`src/rtl/mii_rx_frame.sv`:
```
// MII receive framer: strips preamble/SFD, assembles nibbles into bytes and
// reports per-frame length and status (address filter, CRC-32, length, errors).
module mii_rx_frame #(
    parameter int MIN_FL = 64,
    parameter int MAX_FL = 1536
) (
    input  logic        MRxCLK,
    input  logic        prstn_i,
    input  logic        MRxDV,
    input  logic [3:0]  MRxD,
    input  logic        MRxErr,
    input  logic        HUGEN,
    input  logic        PRO,
    input  logic [47:0] MAC_ADDR,
    output logic [7:0]  rx_data_o,
    output logic        rx_valid_o,
    output logic        rx_sof_o,
    output logic        rx_done_o,
    output logic [15:0] rx_len_o,
    output logic [5:0]  rx_status_o
);

    typedef enum logic [1:0] {IDLE, PREAM, DATA, DROP} state_t;

    localparam logic [31:0] CRC_RESIDUE = 32'hC704DD7B;
    localparam logic [15:0] MIN_LEN     = 16'(MIN_FL);
    localparam logic [15:0] MAX_LEN     = 16'(MAX_FL);

    state_t      state, state_nx;
    logic        dv_q;
    logic        start;
    logic        phase;
    logic [3:0]  even;
    logic [15:0] cnt;
    logic [31:0] crc, crc_byte, crc_next;
    logic        err;
    logic        mac_ok, bc_ok;
    logic [7:0]  mac_byte;
    logic [7:0]  byte_in;
    logic        addr_miss;

    // MSB-first register fed LSB-first data bits: the bit-reversed view of the
    // usual reflected Ethernet CRC, hence the matching reversed residue.
    function automatic logic [31:0] crc_nib(input logic [31:0] c, input logic [3:0] d);
        logic [31:0] r;
        r = c;
        for (int i = 0; i < 4; i++) begin
            if (r[31] ^ d[i]) r = (r << 1) ^ 32'h04C11DB7;
            else              r = r << 1;
        end
        return r;
    endfunction

    assign start    = MRxDV & ~dv_q;
    assign byte_in  = {MRxD, even};
    assign crc_next = crc_nib(crc, MRxD);
    assign addr_miss = ~PRO & ((cnt < 16'd6) | ~(mac_ok | bc_ok));

    always_comb begin
        mac_byte = MAC_ADDR[47:40];
        case (cnt[2:0])
            3'd1:    mac_byte = MAC_ADDR[39:32];
            3'd2:    mac_byte = MAC_ADDR[31:24];
            3'd3:    mac_byte = MAC_ADDR[23:16];
            3'd4:    mac_byte = MAC_ADDR[15:8];
            3'd5:    mac_byte = MAC_ADDR[7:0];
            default: mac_byte = MAC_ADDR[47:40];
        endcase
    end

    always_ff @(posedge MRxCLK or negedge prstn_i) begin
        if (!prstn_i) state <= IDLE;
        else          state <= state_nx;
    end

    always_comb begin
        state_nx = state;
        case (state)
            IDLE: begin
                if (start) begin
                    if (MRxD == 4'h5)      state_nx = PREAM;
                    else if (MRxD == 4'hD) state_nx = DATA;
                    else                   state_nx = DROP;
                end
            end
            PREAM: begin
                if (!MRxDV)            state_nx = IDLE;
                else if (MRxD == 4'hD) state_nx = DATA;
                else if (MRxD != 4'h5) state_nx = DROP;
            end
            DATA:    if (!MRxDV) state_nx = IDLE;
            DROP:    if (!MRxDV) state_nx = IDLE;
            default: state_nx = IDLE;
        endcase
    end

    // dv_q resets high so a frame already running at reset release is ignored.
    always_ff @(posedge MRxCLK or negedge prstn_i) begin
        if (!prstn_i) begin
            dv_q        <= 1'b1;
            phase       <= 1'b0;
            even        <= 4'h0;
            cnt         <= 16'h0;
            crc         <= 32'hFFFFFFFF;
            crc_byte    <= 32'hFFFFFFFF;
            err         <= 1'b0;
            mac_ok      <= 1'b0;
            bc_ok       <= 1'b0;
            rx_data_o   <= 8'h0;
            rx_valid_o  <= 1'b0;
            rx_sof_o    <= 1'b0;
            rx_done_o   <= 1'b0;
            rx_len_o    <= 16'h0;
            rx_status_o <= 6'h0;
        end else begin
            dv_q       <= MRxDV;
            rx_valid_o <= 1'b0;
            rx_sof_o   <= 1'b0;
            rx_done_o  <= 1'b0;
            if (state == DATA) begin
                if (MRxDV) begin
                    crc   <= crc_next;
                    phase <= ~phase;
                    if (MRxErr) err <= 1'b1;
                    if (!phase) begin
                        even <= MRxD;
                    end else begin
                        rx_valid_o <= 1'b1;
                        rx_data_o  <= byte_in;
                        rx_sof_o   <= (cnt == 16'h0);
                        crc_byte   <= crc_next;
                        if (cnt < 16'd6) begin
                            if (byte_in != mac_byte) mac_ok <= 1'b0;
                            if (byte_in != 8'hFF)    bc_ok  <= 1'b0;
                        end
                        if (cnt != 16'hFFFF) cnt <= cnt + 16'd1;
                    end
                end else begin
                    // crc_byte excludes any dangling dribble nibble.
                    rx_done_o   <= 1'b1;
                    rx_len_o    <= cnt;
                    rx_status_o <= {addr_miss, crc_byte != CRC_RESIDUE,
                                    (cnt > MAX_LEN) & ~HUGEN, cnt < MIN_LEN,
                                    phase, err};
                end
            end else begin
                phase    <= 1'b0;
                cnt      <= 16'h0;
                crc      <= 32'hFFFFFFFF;
                crc_byte <= 32'hFFFFFFFF;
                err      <= 1'b0;
                mac_ok   <= 1'b1;
                bc_ok    <= 1'b1;
            end
        end
    end

endmodule

```
`config.mk`:
```
export PLATFORM = sky130hd
export DESIGN_NAME = mii_rx_frame
export DESIGN_NICKNAME = d
export VERILOG_FILES = /design/src/rtl/mii_rx_frame.sv
export SDC_FILE = /design/constraint.sdc
export NUM_CORES = 1
export LEC_CHECK = 0
export CELL_PAD_IN_SITES_DETAIL_PLACEMENT = 2
export CELL_PAD_IN_SITES_GLOBAL_PLACEMENT = 2
export CORE_MARGIN = 3
export CORE_UTILIZATION = 35
export CTS_BUF_LIST = sky130_fd_sc_hd__clkbuf_8
export CTS_CLUSTER_SIZE = 16
export DETAILED_ROUTE_END_ITERATION = 7
export PLACE_DENSITY = 0.85
export SYNTH_ARGS = -nofsm -noshare
export SYNTH_HDL_FRONTEND = slang
export SYNTH_SLANG_ARGS = --single-unit
```
`constraint.sdc`:
```
create_clock -name MRxCLK -period 4.18 [get_ports MRxCLK]
set_input_delay 0.836 -clock MRxCLK [delete_from_list [all_inputs] [get_ports MRxCLK]]
set_output_delay 0.836 -clock MRxCLK [all_outputs]
set_load 0.01 [all_outputs]
```
==> qor.tcl <==
set qor(outcome) {complete, no violations}
set qor(period_needed_ns) 3.43
set qor(ys_dominant_reg_cell) {sky130_fd_sc_hd__dfstp_2}
set qor(totalNegativeSetupSlack_ns) 0
set qor(routedWlPerCell_um) 21.0
set qor(timing.reg2reg.setup_slack_ns) 0.75
set qor(stdcell_area_um2) 7600
set qor(rr_startpoint) {cnt[0]$_DFFE_PN0P_}
set qor(worst_r2r_endpoint) {mac_ok$_DFFE_PN0P_}
set qor(antenna_cells) 0
set qor(synthesis_warning_total) 0
set qor(fin_worst_skew_ns) 0.0134
set qor(inserted_clock_buffers) 17
set qor(vdd_ir_drop_max_uv) 256
set qor(worst-path-stages) 8
set qor(finalSetupViolCount) 0
set qor(final_max_slew_viol_count) 0
set qor(final_antenna_net_count) 0
set qor(area_delta_synth_final_pct) 24.3
set qor(post-cts-setup-buffers) 0
set qor(postSynthAreaPerCell_um2) 9.62
set qor(drt-total-wl_um) 19900
set qor(synth_seq_cells) 124
set qor(path_max_fanout) 13
set qor(num_vias) 5080
set qor(globalplace.congestion) 0.817
set qor(layout.filler_cells) 1851
set qor(holdBufCountCts) 0
set qor(grt_setup_unrepaired) {no}
set qor(leakagePower_nw) 3.20
set qor(netlist_instances) 635
set qor(grt_max_degree) 67
set qor(floorplan.die.height_um) 138
set qor(drc) 0
set qor(worst_setup_hold_path_clk_slew_ns) 0.08
set qor(share_of_flip_flops_with_an_asynchronous_set_or_reset_pct) 100
set qor(synthesis.area_um2) 6110
set qor(clk_lat_worst_skew_ns) 0.45
set qor(final.setup.worst_slack_ns) 0.752
set qor(timing.critical_path.buf_inv) 1
set qor(h-tree-depth) 4
set qor(timing_worst_slew_pin_value_ns) 1.11
set qor(layout-drive-gt1-share_pct) 17.2
set qor(grt_usage_pct) 21.2
set qor(fin_crit_sh_pct) 82.0
set qor(clk_path_buf_depth) 2
set qor(arrival_ns) 3.79
set qor(post_cts_repair_resize_count) 0
set qor(globalRouteOverflowTotal) 0
set qor(boundaryPins) 91
set qor(achievable-frequency_mhz) 292
set qor(timing_worst_setup_path_type) {reg2reg}
set qor(dpl_cell_area_um2) 7200
set qor(die_x_um) 138
set qor(flip_flop_and_latch_area_um2) 3180
set qor(detail_route.vias_per_cell) 5.36
set qor(power_mw) 3.01
set qor(cts_root_buf) {sky130_fd_sc_hd__clkbuf_8}
set qor(worst_setup_path_start) {cnt[0]$_DFFE_PN0P_}
set qor(dp.final_hpwl_um) 14100
set qor(yosysSeqAreaShare_pct) 52.1
set qor(p_per_area_nw_per_um2) 396
set qor(drt_iter0_drc) 362
set qor(cts.sink_count) 124
set qor(synth_cell_type_count) 53
set qor(first_global_vias) 5747
set qor(relSlewSlack_pct) 25.7
set qor(worst-r2r-cell-count) 8
set qor(cp_top_family) {simple AND/OR/NAND/NOR gates}
set qor(path_cells) {inv_1, ha_1, nor2b_1, or2_4, mux2_4, a2111o_1, or4_1, o31ai_2}
set qor(grt_antenna_before_repair) 0
set qor(num_rows) 47
set qor(design.core.area_um2) 16800
set qor(place_ws_ns) 0.695
set qor(maximum_single_stage_delay_on_the_critical_path_ns) 0.84
set qor(critPathSlowestCell) {sky130_fd_sc_hd__nor2b_1}
set qor(hold_viol) 0
set qor(critPathLaunchType) {flop}
set qor(critPathRequiredTime_ns) 4.54
set qor(max-cap-violations) 0
set qor(synth_edf_count) 0
set qor(dieArea_um2) 19100
set qor(multi_input_logic_area_um2) 2730
set qor(cts_tree) {done}
set qor(grt_first_pass_wirelength_um) 32400
set qor(min-delay-path-class) {in2async}
set qor(nets) 777
set qor(cp-endpoint) {mac_ok$_DFFE_PN0P_}
set qor(endpoint_kind) {flop}
set qor(drt_pre_antenna_iters) 7
set qor(initial_util_pct) 36.3
set qor(port_buffers) 90
set qor(synth_nets) 698
-- synthesized netlist by cell type (2+ instances only) --
cell type	instances	area share [%]
sky130_fd_sc_hd__a21oi_1	10	0.82
sky130_fd_sc_hd__a222oi_1	6	0.98
sky130_fd_sc_hd__a22oi_1	3	0.37
sky130_fd_sc_hd__a31oi_1	2	0.20
sky130_fd_sc_hd__and2_1	2	0.20
sky130_fd_sc_hd__and3_1	4	0.41
sky130_fd_sc_hd__and4_1	4	0.57
sky130_fd_sc_hd__buf_1	10	0.61
sky130_fd_sc_hd__buf_2	2	0.16
sky130_fd_sc_hd__clkbuf_1	26	1.6
sky130_fd_sc_hd__dfrtp_1	59	24
sky130_fd_sc_hd__dfstp_2	65	28
sky130_fd_sc_hd__ha_1	5	1.0
sky130_fd_sc_hd__inv_1	12	0.74
sky130_fd_sc_hd__mux2_2	12	2.2
sky130_fd_sc_hd__mux2i_1	5	0.82
sky130_fd_sc_hd__nand2_1	170	10
sky130_fd_sc_hd__nand2b_1	2	0.20
sky130_fd_sc_hd__nand3_1	23	1.9
sky130_fd_sc_hd__nand4_1	8	0.82
sky130_fd_sc_hd__nand4b_1	5	0.72
sky130_fd_sc_hd__nor2_1	28	1.7
sky130_fd_sc_hd__nor2b_1	3	0.31
sky130_fd_sc_hd__nor3_1	10	0.82
sky130_fd_sc_hd__nor4_1	2	0.20
sky130_fd_sc_hd__nor4b_1	2	0.29
sky130_fd_sc_hd__o211ai_1	31	3.8
sky130_fd_sc_hd__o21ai_0	43	3.5
sky130_fd_sc_hd__o22ai_1	3	0.31
sky130_fd_sc_hd__o31ai_1	3	0.37
sky130_fd_sc_hd__or4_1	2	0.25
sky130_fd_sc_hd__xnor2_1	28	4.0
sky130_fd_sc_hd__xnor3_1	4	1.5
sky130_fd_sc_hd__xor2_1	22	3.2
-- flip-flops by register name, indices dropped and copies added (netlist names) --
name         cells
rx_status_o      6
crc             32
cnt             16
phase            1
bc_ok            1
state            2
rx_valid_o       1
rx_len_o        16
rx_data_o        8
rx_done_o        1
rx_sof_o         1
dv_q             1
crc_byte        32
err              1
mac_ok           1
even             4
-- worst reg2reg max path: cells and delay by family, from the launching register on --
kind | cells | cell delay, ns
AND/OR/NAND/NOR | 3 | 1.64
flip-flops | 1 | 0.47
adder cells (fa/ha/maj) | 1 | 0.19
AO/OA/AOI/OAI | 2 | 0.60
buffers and inverters | 1 | 0.14
multiplexers | 1 | 0.31
-- placed cells by master, fill, tap and decap left out, types with 6 or more instances in the layout --
cell | Yosys | final
sky130_fd_sc_hd__nor3_1 | 10 | 10
sky130_fd_sc_hd__xnor2_1 | 28 | 28
sky130_fd_sc_hd__nor2_1 | 28 | 28
sky130_fd_sc_hd__buf_4 | 0 | 10
sky130_fd_sc_hd__inv_1 | 12 | 12
sky130_fd_sc_hd__xor2_1 | 22 | 22
sky130_fd_sc_hd__dfrtp_1 | 59 | 59
sky130_fd_sc_hd__a21oi_1 | 10 | 10
sky130_fd_sc_hd__clkbuf_8 | 0 | 18
sky130_fd_sc_hd__clkdlybuf4s50_1 | 0 | 88
sky130_fd_sc_hd__o211ai_1 | 31 | 31
sky130_fd_sc_hd__nand4_1 | 8 | 8
sky130_fd_sc_hd__a222oi_1 | 6 | 6
sky130_fd_sc_hd__dfstp_2 | 65 | 65
sky130_fd_sc_hd__mux2_2 | 12 | 12
sky130_fd_sc_hd__o21ai_0 | 43 | 43
sky130_fd_sc_hd__nand3_1 | 23 | 23
sky130_fd_sc_hd__nand2_1 | 170 | 169
-- report_power, final --
| group | leakage, nW | switching, mW | internal, mW | total [mW] |
|---|---|---|---|---|
| sequential | 1.47 | 0.0644 | 1.31 | 1.37 |
| combinational | 1.54 | 0.315 | 0.255 | 0.570 |
| clock | 0.187 | 0.521 | 0.544 | 1.06 |
-- how the worst min path moves through the flow --
stage | start | slack, ns | endpoint | depth (start not counted)
6_report | prstn_i | 0.46 | rx_status_o[5]$_DFFE_PN0P_ | 1
4_1_cts | rx_len_o[10]$_DFFE_PN0P_ | 0.48 | rx_len_o[10]$_DFFE_PN0P_ | 2
2_1_floorplan | err$_DFFE_PN0P_ | 0.44 | rx_status_o[0]$_DFFE_PN0P_ | 2
3_5_place_dp | rx_status_o[0]$_DFFE_PN0P_ | 0.46 | rx_status_o[0]$_DFFE_PN0P_ | 2
5_1_grt | prstn_i | 0.50 | rx_status_o[5]$_DFFE_PN0P_ | 1
3_3_place_gp | rx_len_o[9]$_DFFE_PN0P_ | 0.46 | rx_len_o[9]$_DFFE_PN0P_ | 2
-- metrics by stage --
step | util [%] | hold WS (ns) | std cells
floorplan | - | 0.440 | 635
global placement | 42.8 | 0.458 | 915
detailed placement | 42.8 | 0.465 | 915
CTS | 45.2 | 0.484 | 947
global route | 45.2 | 0.499 | 947
finish | 45.2 | 0.458 | 947
-- cell families after synthesis --
group | synth area share [%]
buffers and inverters | 3.36
and+or+nand+nor | 19.4
adders and majority gates | 1.02
xor gates and xnor gates | 8.64
DFF | 52.1
muxes | 3.28
AOI/OAI and AO/OA | 12.2
-- cell type report --
cell class | instances | area share, %
clock buffers | 18 | 3.26
clock inverters | 14 | 1.94
inverters | 13 | 0.642
multi-input cells | 459 | 36.0
flip-flops and latches | 124 | 41.9
well taps | 220 | 3.62
repair buffers | 99 | 12.7
-- layer usage --
| layer | global-route usage [%] | share of wire [%] |
|---|---|---|
| met1 | 26.4 | 43 |
| met5 | 0 | 0 |
| met2 | 37.8 | 53 |
| met4 | 4.84 | 0.99 |
| met3 | 4.39 | 2.9 |
(Power assumes the default switching activity.)
